### src/rtl/lab5_fetch.sv
// Instruction fetch stage: owns the PC, addresses the 128x16 instruction RAM and presents INSTR/VALID.
// Zero-cycle fetch latency; STALL holds the PC and drops VALID in the same cycle.
module lab5_fetch #(
  parameter logic [7:0] START_ADDR = 8'h00,
  parameter logic [7:0] LAST_ADDR  = 8'h52
) (
  input  logic        CLK,
  input  logic        RESET,
  input  logic        STALL,
  input  logic        BR_TAKEN,
  input  logic [7:0]  BR_TARGET,
  output logic [7:0]  IMEM_ADDR,
  input  logic [15:0] IMEM_Q,
  output logic [15:0] INSTR,
  output logic [7:0]  PC_OUT,
  output logic [7:0]  PC_PLUS2,
  output logic        VALID,
  output logic        HALTED,
  output logic [15:0] FETCH_CNT
);

  typedef enum logic [1:0] {
    ST_LOAD = 2'd0,
    ST_RUN  = 2'd1,
    ST_HALT = 2'd2
  } state_t;

  state_t      state;
  logic [7:0]  pc;
  logic [15:0] fetch_cnt;
  logic        retire;

  assign retire = (state == ST_RUN) && !STALL;

  always_ff @(posedge CLK) begin
    if (RESET) begin
      state     <= ST_LOAD;
      pc        <= START_ADDR & 8'hFE;
      fetch_cnt <= 16'h0000;
    end else begin
      if (retire && (fetch_cnt != 16'hFFFF))
        fetch_cnt <= fetch_cnt + 16'd1;
      case (state)
        // One settling cycle: the RAM is loaded while RESET is high.
        ST_LOAD: state <= ST_RUN;
        ST_RUN: begin
          // Stall beats branch; execute re-presents the branch afterwards.
          if (!STALL) begin
            if (BR_TAKEN)
              pc <= BR_TARGET & 8'hFE;
            else if (pc == LAST_ADDR)
              state <= ST_HALT;
            else
              pc <= pc + 8'd2;
          end
        end
        ST_HALT: state <= ST_HALT;
        default: state <= ST_LOAD;
      endcase
    end
  end

  assign VALID     = retire;
  assign HALTED    = (state == ST_HALT);
  assign INSTR     = retire ? IMEM_Q : 16'h0000;
  assign IMEM_ADDR = pc;
  assign PC_OUT    = pc;
  assign PC_PLUS2  = pc + 8'd2;
  assign FETCH_CNT = fetch_cnt;

endmodule
### config.mk
export PLATFORM = sky130hd
export DESIGN_NAME = lab5_fetch
export DESIGN_NICKNAME = d
export VERILOG_FILES = /design/src/rtl/lab5_fetch.sv
export SDC_FILE = /design/constraint.sdc
export NUM_CORES = 1
export LEC_CHECK = 0
export ABC_AREA = 1
export CORE_ASPECT_RATIO = 0.8
export CORE_MARGIN = 4
export CORE_UTILIZATION = 35
export CTS_CLUSTER_SIZE = 28
export DETAILED_ROUTE_END_ITERATION = 8
export HOLD_SLACK_MARGIN = 0.08
export PLACE_DENSITY_LB_ADDON = 0.15
export SLEW_MARGIN = 30
export SYNTH_ARGS = -nofsm -noshare
export SYNTH_HDL_FRONTEND = slang
export SYNTH_SLANG_ARGS = --single-unit
### constraint.sdc
create_clock -name CLK -period 3.6 [get_ports CLK]
set_input_delay 0.54 -clock CLK [delete_from_list [all_inputs] [get_ports CLK]]
set_output_delay 0.54 -clock CLK [all_outputs]
set_load 0.02 [all_outputs]
== Yosys cells after proc, flatten, opt, wreduce, memory -nomap -nowiden ==
Index checks and enable logic that the tools add are counted.
Storage, ports and cells
  flip-flop bits (word level): 26
  bits in latches: 0
  RAM bits: 0
  bits in read-only memories: 0
  input bits: 28
  output and inout port bits: 58
  word-level logic and storage cells: 27
  memories: 0
Operators by class
  $add $sub $neg: 2
  multipliers: 0
  div/mod/pow operators: 0
  $lt $le $gt $ge: 0
  eq/ne operators: 8
  shift-type cells: 0
  mux-type cells: 7
  bitwise operators: 1
  reduce and logical (&&, ||, !) cells: 6
Operator list (number)
  adder 16 x 1 -> 16 bit (second input constant): 1
  2-to-1 mux 16 bit: 1
  2-to-1 mux 8 bit: 2
  != test 16 bit (second input constant): 1
  adder 8 x 2 -> 8 bit (second input constant): 1
  == test 8 x 7 -> 1 bit (second input constant): 1
  2-to-1 mux 2 bit: 3
  != test 2 bit (second input constant): 3
  one-hot mux 2 bit (3 select lines): 1
  AND reduction 3 bit: 2
  == test 2 x 1 -> 1 bit (second input constant): 1
  == test 2 bit (second input constant): 1
  logical AND 1 bit: 2
  zero test 2 bit: 1
  != test 2 x 1 -> 1 bit (second input constant): 1
  zero test 1 bit: 1
  inverter 1 bit: 1

== Longest topological paths before layout ==
Gate-level depths: netlist of the first run.
  depth in word-level cells: 5
  gate-level depth with buffers: 9
  mapped depth without buffers: 9

== Worst setup path before layout of the first run ==
OpenSTA, ideal clock, no wires.
  path kind: reg-to-output
  start: register state[1]
  end: output INSTR[10]
  data arrival time: 1.325 ns
  required time: 3.060 ns
  path slack: 1.735 ns
  stages on the path, launching flop included: 7
  path buffers: 2
  cells stage by stage: dfxtp_1 inv_1 ha_1 nand2_1 buf_2 clkbuf_1 nor2_1
On the way
  cells in the longest elaborated chain, start to end: 3
Ends and longest elaborated chain
  start: declaration: line 28  | state_t state;
  start signal: assignment: line 37  | state <= ST_LOAD;
  start signal: assignment: line 45  | ST_LOAD: state <= ST_RUN;
  start signal: assignment: line 52  | state <= ST_HALT;
  == test 2 x 1 -> 1 bit: line 33  | assign retire = (state == ST_RUN) && !STALL;
  logical AND 1 bit: line 33
  2-to-1 mux 16 bit: line 65  | assign INSTR = retire ? IMEM_Q : 16'h0000;
  end: declaration: line 14  | output logic [15:0] INSTR,
Every way passes these cells.

== Worst setup path in the final report of the first run ==
  start: input STALL
  end: output INSTR[10]
On the way
  cells in the longest elaborated chain, start to end: 3
Ends and longest elaborated chain
  start: declaration: line 9  | input logic STALL,
  zero test 1 bit
  logical AND 1 bit: line 33
  2-to-1 mux 16 bit: line 65
Every way passes these cells.

==> run summary, run 1 <==
The flow ran to the end, and the final reports show no timing, DRC or antenna violations. The tightest min-delay check is of the reg -> reg type. The measured slew at the worst slew-check pin is 700 ps. The detail route stage leaves a number of antenna-violating nets equal to 0. The area of the mapped netlist came out at 1780 sq um. The critical path is of the in -> out type.

The setup fix buffers added after clock tree synthesis came out at 0. The first global-routing pass estimated 7.99 mm of wire. The share of async-settable or async-resettable flops after synthesis is 0%. The maximum count of clock buffers along a single path is 2. The count of input and output buffers is 81.

In this run the number of H-tree levels came out at 1. The remaining global-route overflow is 0. The arrival time at the worst endpoint is 2290 ps. The final worst-path cycle share is 78.7%. The first routing iteration left 111 violations. For this design, the CTS-stage hold fixing added 0 buffers. Clock skew on the completed layout was measured at 1.16 ps. The cell count after synthesis is 289. The routed design has 4.94 mm of wire. Global routing used 15.4% of the available tracks across all layers. The detailed-routing iteration count for the pre-antenna-repair pass came out at 4. The initial antenna violation count was 0. The share of the synthesized area in the top cell type came out at 28.1%. The start of the worst register-to-register path is state[1]$_SDFFE_PP0P_. Setup repair after global routing left no endpoint under its margin. The initial core utilization came out at 37.4%. In this run the critical register-to-register path is captured at FETCH_CNT[14]$_SDFFE_PP0P_. VDD sags by at most 0.313 mV. The cell type contributing the most total cell area after synthesis is sky130_fd_sc_hd__dfxtp_1.

The die height is 71.8 um. The TritonCTS buffer count came out at 3. The DRC violation count after routing came out at 0. Counting the fill cells in the layout gives 476. The final-report max-slew violation count is 0. The tree is rooted in a sky130_fd_sc_hd__clkbuf_8. The last weighted congestion value of the routability-driven placer is 0.828. The count of state elements after synthesis is 25.

The sequential cell area fraction in the yosys report came out at 28.1%. The source-to-sink clock delay at the later pin of the worst-skew pair came out at 270 ps. Clock-pin slew was measured on the worst setup and hold paths at 90 ps. The number of enable flip-flop cells after synthesis is 0. The number of hold violations in the final report is 0. Summed over all nets, the half-perimeter wirelength after detailed placement is 3.89 mm. The net count of the finished layout is 394. The count of antenna diodes in the layout is 0. The instance count after placement with tap cells included is 416. The layout overhead on the synthesized area came out at 46.6%.

The distinct cell type count after synthesis came out at 22. The cell depth of the worst flop-to-flop path is 8. The share of layout cells above drive strength 1 came out at 6.94%. The reg2reg setup slack is 1510 ps.

The row count came out at 22. The worst setup path is launched from an input pin. The CTS tree is yes. The core area came out at 4760 sq um. By area the synthesized netlist is led by sky130_fd_sc_hd__dfxtp_1 (28%), sky130_fd_sc_hd__nand2_1 (17%), sky130_fd_sc_hd__nor2_1 (10%), sky130_fd_sc_hd__inv_1 (8.2%), sky130_fd_sc_hd__nand3_1 (6.2%).

The timing-limited maximum frequency is 353 MHz. The capturing instance or port of the critical path is INSTR[10]. By count the netlist is led by sky130_fd_sc_hd__nand2_1 (80), sky130_fd_sc_hd__nor2_1 (48), sky130_fd_sc_hd__inv_1 (39). In the final routed layout, each cell accounts on average for 11.8 um. The largest net degree at the start of global routing is 21. The data required time of the critical path is 3060 ps. The die extent in x came out at 87.8 um.

The smallest clock period supported by the final layout is computed as 2830 ps. The count of cells resized by post-cts repair is 0. The average footprint of a synthesized cell came out at 6.17 sq um. The non-filler instance count after layout is 420. The final sum of negative setup slack came out at 0 ps. The worst pin sits at a relative slew slack of 53.2%. STA classifies the critical path endpoint as an output port. The routed via count is 1,971. The most used flip-flop cell after synthesis is sky130_fd_sc_hd__dfxtp_1. The beginning of the critical path is STALL.

The number of endpoints failing setup at the final stage came out at 0. The via count of the first global-routing pass came out at 1,713. The max-cap check violation count is 0. The floorplan die area came out at 6300 sq um. The I/O pin count came out at 86. Yosys instantiated no cell more often than sky130_fd_sc_hd__nand2_1. Dividing the detail-routed via count by the number of cells gives 4.69.

The largest driver fanout on the critical path is 20. The tree built by TritonCTS fans out to 25 sinks. The analysis attributes to cell leakage a power of 1.08 nW. The total power per unit cell area came out at 388 nW/um^2. The number of synthesis warnings is 0.
-- critical path: stages --
cell,delay (ps)
sky130_fd_sc_hd__clkdlybuf4s50_1,390
sky130_fd_sc_hd__inv_1,60
sky130_fd_sc_hd__nand2_1,390
sky130_fd_sc_hd__nor2_1,250
sky130_fd_sc_hd__clkdlybuf4s50_1,640
-- sequential cells by signal (all words and copies together), names as in the netlist --
| register | flops |
|---|---|
| FETCH_CNT | 16 |
| IMEM_ADDR | 7 |
| state | 2 |
-- routing by layer --
layer	vias up	GRT usage, %	routed length, um
li1	1019	-	-
met1	873	21.5	2300
met2	77	24.8	2050
met3	2	4.02	570
met4	0	1.02	13
met5	-	0	0
-- cell usage in the layout (no fill, tap or decap), types with 3 or more instances in the layout --
master and instances:
sky130_fd_sc_hd__clkbuf_8 3, sky130_fd_sc_hd__xor2_1 6, sky130_fd_sc_hd__nand3_1 22, sky130_fd_sc_hd__clkdlybuf4s50_1 81, sky130_fd_sc_hd__a21oi_2 10, sky130_fd_sc_hd__inv_1 39, sky130_fd_sc_hd__xnor2_1 3, sky130_fd_sc_hd__nand2_2 3
sky130_fd_sc_hd__a21oi_1 11, sky130_fd_sc_hd__nor2_1 48, sky130_fd_sc_hd__o21ai_0 3, sky130_fd_sc_hd__conb_1 3, sky130_fd_sc_hd__nand2_1 80, sky130_fd_sc_hd__nand4_1 7, sky130_fd_sc_hd__ha_1 5, sky130_fd_sc_hd__dfxtp_1 25
sky130_fd_sc_hd__nor2_2 4
-- logic make-up after synthesis --
group / after synthesis / synth area share [%]
buf+inv: 57 / 15.2
simple gates: 167 / 39.3
xor+xnor: 9 / 4.42
fa+ha+maj: 5 / 3.51
other cells: 1 / 0.210
compound gates: 25 / 9.34
flops: 25 / 28.1
-- where the power goes --
| part | leakage, nW | switching (mW) | internal, mW |
|---|---|---|---|
| registers | 0.203 | 0.0374 | 0.306 |
| clock network | 0.0255 | 0.0907 | 0.0775 |
| logic | 0.848 | 0.279 | 0.224 |
| total | 1.08 | 0.407 | 0.608 |
-- per-stage QoR --
step	worst slack [ps]	cell area (sq um)	util, %	hold WS, ps	power, mW
floorplan	1730	1790	-	566	0.659
global placement	718	2570	53.9	526	0.853
detailed placement	712	2570	53.9	525	0.859
CTS	729	2610	54.9	540	1.03
global route	585	2610	54.9	583	1.08
finish	768	2610	54.9	540	1.01
-- layout make-up --
cell class	count	area (sq um)	share of cell area, %
multi-input combinational	209	1020	39.0
clock inverter	1	5.00	0.192
clock buffer	3	41.3	1.58
sequential	25	500	19.2
tap	60	75.1	2.87
timing repair buffer	83	826	31.6
inverter	39	146	5.60
-- worst min path at each step --
stage / endpoint / depth (start not counted) / start
3_5_place_dp: FETCH_CNT[15]$_SDFFE_PP0P_ / 2 / FETCH_CNT[15]$_SDFFE_PP0P_
6_report: FETCH_CNT[15]$_SDFFE_PP0P_ / 2 / FETCH_CNT[15]$_SDFFE_PP0P_
5_1_grt: FETCH_CNT[6]$_SDFFE_PP0P_ / 2 / FETCH_CNT[6]$_SDFFE_PP0P_
2_1_floorplan: state[1]$_SDFFE_PP0P_ / 4 / state[1]$_SDFFE_PP0P_
3_3_place_gp: FETCH_CNT[15]$_SDFFE_PP0P_ / 2 / FETCH_CNT[15]$_SDFFE_PP0P_
4_1_cts: FETCH_CNT[15]$_SDFFE_PP0P_ / 2 / FETCH_CNT[15]$_SDFFE_PP0P_
Power figures use the tool's default switching activity.
==> inputs of run 2 (changes only) <==
==> constraint.sdc (replaced) <==
create_clock -name CLK -period 2.4 [get_ports CLK]
set_input_delay 0.36 -clock CLK [delete_from_list [all_inputs] [get_ports CLK]]
set_output_delay 0.36 -clock CLK [all_outputs]
set_load 0.02 [all_outputs]
==> run 2 against run 1 <==
Power rose by 51%. Clock-buffer cell count rose by 1. Clock skew rose by 3.4 ps. Sequential share of layout area fell by 0.35 points. Die area did not move. Cell area rose by 1.9%. Hold slack improved by 0.98 ps. First-iteration DRC count rose by 26%. Clock power rose by 46%.
==> run summary, run 2 (same netlist as run 1, synthesis figures left out) <==
The run finished with clean final reports. The die extent in x is 87.8 um (unchanged). The timing-limited maximum frequency came out at 436 MHz. The worst clock skew is 4.58 ps (+3.41 ps). The cell depth of the worst flop-to-flop path is 7 (-1).

The worst hold path begins at FETCH_CNT[15]$_SDFFE_PP0P_. The last weighted congestion value of the routability-driven placer was 0.842 (+1.7%). The cell count of the worst hold path is 2 (unchanged). The via count of the first global-routing pass came to 1,676 (-2.2%). The number of nets in the finished design is 396 (+0.51%). TritonCTS built the clock tree. The final-report max-slew violation count came out at 0 (unchanged). The maximum count of clock buffers along a single path came out at 2 (unchanged). The row count is 22 (unchanged). The cell sitting at the root of the clock tree is a sky130_fd_sc_hd__clkbuf_8.

The largest net degree at the start of global routing came out at 20 (-4.8%). The aggregate global-route resource usage came to 15.1% (-0.26 points). The number of inserted filler cells in the final layout came to 469 (-1.5%). The standby leakage power came to 1.25 nW (+16%). The I/O pin count is 86 (unchanged). The final sum of negative setup slack came out at 0 ps (unchanged). From synthesis to final layout, the design area changed by 49.4%. The violation count after the first detailed-routing iteration is 140 (+26%).

The reg2reg setup slack is 630 ps (-880 ps). The measured slew at the worst slew-check pin came out at 502 ps (-198 ps). The detailed-routing iteration count for the pre-antenna-repair pass came out at 4 (unchanged).

The minimum clock period after layout came out at 2290 ps. The worst setup path is captured at an output port. The floorplan die area was 6300 sq um (unchanged). The remaining global-route overflow is 0 (unchanged). The number of hold buffers added after CTS came to 0 (unchanged). The count of antenna diodes in the layout is 0 (unchanged). The total routed wirelength came out at 4.93 mm (-0.24%). The initial core utilization came out at 37.4% (unchanged). The total power per unit cell area is 578 nW/um^2 (+49%).

The number of endpoints failing setup at the final stage is 0 (unchanged). The worst setup slack before clock tree synthesis came out at 224 ps (-488 ps). The worst path uses 95.5% of the clock period. The arrival time at the worst endpoint came to 1930 ps (-360 ps).

The source-to-sink clock delay at the later pin of the worst-skew pair is 270 ps (about the same). The number of clock sinks seen by CTS came out at 25 (unchanged). The endpoint identified for the worst register-to-register timing path is FETCH_CNT[6]$_SDFFE_PP0P_. The clock-pin slew on the worst setup and hold paths is 80 ps (about the same). The relative slew slack came out at 66.5% (+13 points). The non-filler instance count after layout came out at 422 (+0.48%). The die height is 71.8 um (unchanged). The core area is 4760 sq um (unchanged). The post-route worst setup slack was 108 ps (-659 ps). The HPWL after detailed placement came out at 3.93 mm (+0.85%). The count of cells resized by post-cts repair came to 0 (unchanged). The setup fix buffers added after clock tree synthesis came out at 0 (unchanged). The startpoint class of the critical path is a flop. The max-cap check violation count came to 0 (unchanged).

The routed via count came to 1,950 (-1.1%). The tightest min-delay check is of the reg -> reg type. The number of levels the H-tree was split into came out at 1 (unchanged).

The share of layout cells above drive strength 1 came to 7.18% (+0.24 points). The wire length of the first global-routing pass is 7.78 mm (-2.6%). The instance count after placement with tap cells included came out at 418 (+0.48%).

The library cell used most frequently in the layout, excluding fill and tap cells, is sky130_fd_sc_hd__nand2_1. The maximum resistive drop on vdd came out at 0.383 mV (+22%). The top cell types in the final layout, fill and taps aside, are sky130_fd_sc_hd__nand2_1 (80), sky130_fd_sc_hd__clkdlybuf4s50_1 (72), sky130_fd_sc_hd__nor2_1 (48).

The data required time of the critical path came out at 2040 ps (-1020 ps). The count of nets left with antenna violations after detail routing is 0 (unchanged). The flip-flop count of the largest register, all copies and words added is 16 (unchanged). The initial antenna violation count came out at 0 (unchanged). The number of hold violations in the final report came to 0 (unchanged). The beginning of the critical path is IMEM_ADDR[1]$_SDFFE_PP0P_. The largest driver fanout on the critical path is 7 (-65%). The start of the worst register-to-register path is FETCH_CNT[1]$_SDFFE_PP0P_. The per-cell via count in the routed design came out at 4.62 (-1.5%). The count of input and output buffers is 81 (unchanged). The sum of internal, switching and leakage power is 1.54 mW (+51%).

The TritonCTS buffer count is 3 (unchanged). The capture endpoint of the worst hold path is FETCH_CNT[15]$_SDFFE_PP0P_. The worst setup path is of the reg -> out kind. The routed wirelength normalized by instance count is 11.7 um (-0.72%). Setup repair after global routing left no endpoint under its margin. The DRC violation count after routing is 0 (unchanged).
[run 2: routing by layer]
metal  share of wire [%]  wire [um]  vias up  global-route usage [%]
met2                  42       2050       74                    24.3
met5                   0          0        -                       0
met3                  12        583        4                    4.48
li1                    -          -     1025                       -
met4                0.49         24        0                    2.04
met1                  46       2270      847                    20.4
[run 2: final cells by class]
cell class              count  area [sq um]  share of cell area (%)
inverters                  39           146                    5.50
multi-input cells         209          1020                    38.3
well taps                  60          75.1                    2.82
flip-flops and latches     25           500                    18.8
clock buffers               4          45.0                    1.69
repair buffers             85           876                    32.9
[run 2: critical path, cell delays in order (launching register included)]
cell and delay [ps]:
sky130_fd_sc_hd__dfxtp_1 430, sky130_fd_sc_hd__ha_1 220, sky130_fd_sc_hd__nand2_1 80, sky130_fd_sc_hd__inv_1 130, sky130_fd_sc_hd__nand4_1 100, sky130_fd_sc_hd__nand2_1 100
sky130_fd_sc_hd__clkdlybuf4s50_1 610
[run 2: how the worst max path moves through the flow]
stage,end,cells after the start
2_1_floorplan,INSTR[10],6
3_3_place_gp,INSTR[4],6
3_5_place_dp,INSTR[8],6
4_1_cts,PC_PLUS2[5],5
5_1_grt,INSTR[10],6
6_report,PC_PLUS2[7],6
[run 2: stage by stage]
stage               util, %  instance area (sq um)  hold WS (ps)
floorplan                 -                   1790           429
global placement       54.5                   2590           531
detailed placement     54.5                   2590           531
CTS                    55.4                   2640           545
global route           55.9                   2660           581
finish                 55.9                   2660           541
[run 2: power by group]
part | switching [mW] | internal, mW
sequential | 0.0496 | 0.459
clock | 0.127 | 0.119
combinational | 0.430 | 0.352
==> inputs of run 3 (changes only) <==
--- a/config.mk
+++ b/config.mk
@@ -6,6 +6,7 @@
 export NUM_CORES = 1
 export LEC_CHECK = 0
 export ABC_AREA = 1
+export ABC_CLOCK_PERIOD_IN_PS = 2400
 export CORE_ASPECT_RATIO = 0.8
 export CORE_MARGIN = 4
 export CORE_UTILIZATION = 35
@@ -13,6 +14,7 @@
 export DETAILED_ROUTE_END_ITERATION = 8
 export HOLD_SLACK_MARGIN = 0.08
 export PLACE_DENSITY_LB_ADDON = 0.15
+export REMOVE_ABC_BUFFERS = 1
 export SLEW_MARGIN = 30
 export SYNTH_ARGS = -nofsm -noshare
 export SYNTH_HDL_FRONTEND = slang
==> run 3 against run 2 <==
Sequential power about the same. Clock skew down 1.0 ps. Sequential cell count unchanged. Largest power group unchanged.
==> run summary, run 3 (same netlist as run 1, synthesis figures left out) <==
The run finished with clean final reports. The DRC violation count after routing is 0 (unchanged). The sequential cell area in the final layout came out at 500 sq um (unchanged). The timing-limited maximum frequency came out at 436 MHz (about the same). The largest net degree at the start of global routing came out at 17 (-15%). The clock tree root buffer cell is sky130_fd_sc_hd__clkbuf_8. The setup fix buffers added after clock tree synthesis was 0 (unchanged). The start of the worst register-to-register path is FETCH_CNT[0]$_SDFFE_PP0P_. The slowest stage of the critical path belongs to the cell sky130_fd_sc_hd__clkdlybuf4s50_1. The total routed wirelength came out at 4.77 mm (-3.1%).

The final sum of negative setup slack came to 0 ps (unchanged). The tightest min-delay check is of the reg -> reg type. The row count is 22 (unchanged). The routed via count came out at 1,945 (-0.26%). The CTS tree is yes. The total power per unit cell area is 580 nW/um^2 (+0.45%). The reg2reg setup slack came out at 550 ps (-80 ps).

The final worst-path cycle share came out at 95.5% (about the same). The floorplan die area was 6300 sq um (unchanged). The wire length of the first global-routing pass is 8.09 mm (+4.0%). The maximum resistive drop on vdd came out at 0.317 mV (-17%).

The layout overhead on the synthesized area is 49.1%. The aggregate global-route resource usage came out at 15.4% (+0.33 points). The last weighted congestion value of the routability-driven placer came out at 0.804 (-4.5%).

Setup repair after global routing left no endpoint under its margin. The minimum clock period after layout was 2290 ps (+0.205 ps). The cell area after placement is 2600 sq um (+0.39%). The clock-pin slew on the worst setup and hold paths is 90 ps (about the same). The remaining global-route overflow is 0 (unchanged).

The family with the most delay on the worst path is buffers and inverters. The detailed-routing iteration count for the pre-antenna-repair pass is 4 (unchanged). The initial core utilization is 37.4% (unchanged).

The largest driver fanout on the critical path came out at 16 (+9). The startpoint class of the critical path is a flop. The arrival time at the worst endpoint is 1930 ps (about the same). The design area is 2660 sq um (-0.19%). The count of nets left with antenna violations after detail routing is 0 (unchanged).

The measured slew at the worst slew-check pin is 524 ps (+22.2 ps). The count of antenna diodes in the layout was 0 (unchanged). The via count of the first global-routing pass came to 1,732 (+3.3%). The number of levels the H-tree was split into came out at 1 (unchanged). The worst setup path is captured at an output port. The maximum count of clock buffers along a single path is 2 (unchanged). The number of inserted filler cells in the final layout is 497 (+6.0%). The sum of buffers and inverters on the critical path came out at 3 (+1). The number of nets in the finished design is 399 (+0.76%). The data required time of the critical path came out at 2040 ps (about the same). The violation count after the first detailed-routing iteration was 118 (-16%). The number of hold violations in the final report is 0 (unchanged). The critical path goes through inv_1, ha_1, nand2_1, buf_4, nor2_1, clkdlybuf4s50_1. The I/O pin count is 86 (unchanged). The HPWL after detailed placement came out at 3.80 mm (-3.2%). The delay of the slowest cell on the worst path is 610 ps (about the same). The cell count of the worst hold path came out at 2 (unchanged). The top cell types in the final layout, fill and taps aside, are sky130_fd_sc_hd__nand2_1 (80), sky130_fd_sc_hd__clkdlybuf4s50_1 (78), sky130_fd_sc_hd__nor2_1 (48). Following the worst setup path forward leads to its endpoint at INSTR[5].

The hold slack came to 543 ps (+1.99 ps). The beginning of the critical path is state[1]$_SDFFE_PP0P_. The share of layout cells above drive strength 1 came out at 7.95% (+0.76 points). The instance count after placement with tap cells included came out at 421 (+0.72%). The source-to-sink clock delay at the later pin of the worst-skew pair was 270 ps (about the same). The relative slew slack came to 65.1% (-1.5 points).

The die height was 71.8 um (unchanged). The die extent in x was 87.8 um (unchanged). The logic depth of the worst setup path including buffers is 6 (unchanged).

The capturing point of the worst reg2reg path is FETCH_CNT[2]$_SDFFE_PP0P_. The critical path in this run is classified as reg -> out. The most common library cell in the layout ignoring fill and taps is sky130_fd_sc_hd__nand2_1. The TritonCTS buffer count came to 3 (unchanged). The core area is 4760 sq um (unchanged). The cell depth of the worst flop-to-flop path came to 7 (unchanged). The number of clock sinks seen by CTS was 25 (unchanged). The max-cap check violation count came to 0 (unchanged).

The count of input and output buffers was 81 (unchanged). The number of hold buffers added after CTS came to 0 (unchanged). The area taken by multi-input logic gates was 1020 sq um (unchanged). The flip-flop count of the largest register, all copies and words added is 16 (unchanged). The initial antenna violation count came out at 0 (unchanged). The standby leakage power came out at 1.15 nW (-7.9%). The number of endpoints failing setup at the final stage came out at 0 (unchanged).

The routed wirelength normalized by instance count came out at 11.2 um (-3.8%). The final-report max-slew violation count came to 0 (unchanged). The per-cell via count in the routed design came out at 4.58 (-0.96%). The worst clock skew is 3.54 ps (-1.04 ps). The non-filler instance count after layout came out at 425 (+0.71%).
[run 3: changes by cell type in the layout (fill, tap and decap cells not counted), sizes merged]
cell           change
buf                +3
clkdlybuf4s50      +6
dlymetal6s2s       -6
[run 3: report_power, final]
group / total, mW / switching [mW] / internal [mW]
sequential: 0.511 / 0.0515 / 0.459
clock: 0.255 / 0.136 / 0.119
combinational: 0.776 / 0.425 / 0.350
[run 3: layout make-up]
type	count	area share, %
clock buffer	4	1.70
inverter	39	5.51
multi-input combinational	209	38.3
sequential	25	18.8
tap	60	2.83
timing repair buffer	88	32.8
[run 3: worst min path at each step]
stage,start,end
floorplan,RESET,FETCH_CNT[10]$_SDFFE_PP0P_
CTS,FETCH_CNT[1]$_SDFFE_PP0P_,FETCH_CNT[1]$_SDFFE_PP0P_
global placement,FETCH_CNT[6]$_SDFFE_PP0P_,FETCH_CNT[6]$_SDFFE_PP0P_
detailed placement,FETCH_CNT[1]$_SDFFE_PP0P_,FETCH_CNT[1]$_SDFFE_PP0P_
finish,FETCH_CNT[6]$_SDFFE_PP0P_,FETCH_CNT[6]$_SDFFE_PP0P_
global route,FETCH_CNT[10]$_SDFFE_PP0P_,FETCH_CNT[10]$_SDFFE_PP0P_
[run 3: what timing repair did]
item | in CTS | in global routing
endpoints found under the hold margin | 0 | 0
setup endpoints to repair | 0 | 3
resized for setup | 0 | 3
[run 3: through the flow]
| stage | utilization (%) | total power, mW | worst slack [ps] |
|---|---|---|---|
| after CTS | 55.6 | 1.56 | 68.8 |
| after detailed placement | 54.7 | 1.30 | 234 |
| after floorplan | - | 0.923 | 520 |
| after global routing | 55.8 | 1.64 | 4.19 |
| after global placement | 54.7 | 1.30 | 239 |
| final | 55.8 | 1.54 | 108 |
[run 3: metal layers]
| metal | GRT usage, % | wire length, um | vias to the layer above |
|---|---|---|---|
| met5 | 0 | 0 | - |
| met2 | 24.8 | 2110 | 56 |
| met1 | 21.6 | 2340 | 857 |
| met3 | 3.56 | 311 | 2 |
| met4 | 1.70 | 13 | 0 |
| li1 | - | - | 1030 |
[run 3: tightest hold or removal path, cell delays in order, from the launching register on]
cell and delay, ps:
sky130_fd_sc_hd__dfxtp_1 360, sky130_fd_sc_hd__nand2_1 100, sky130_fd_sc_hd__a21oi_2 50
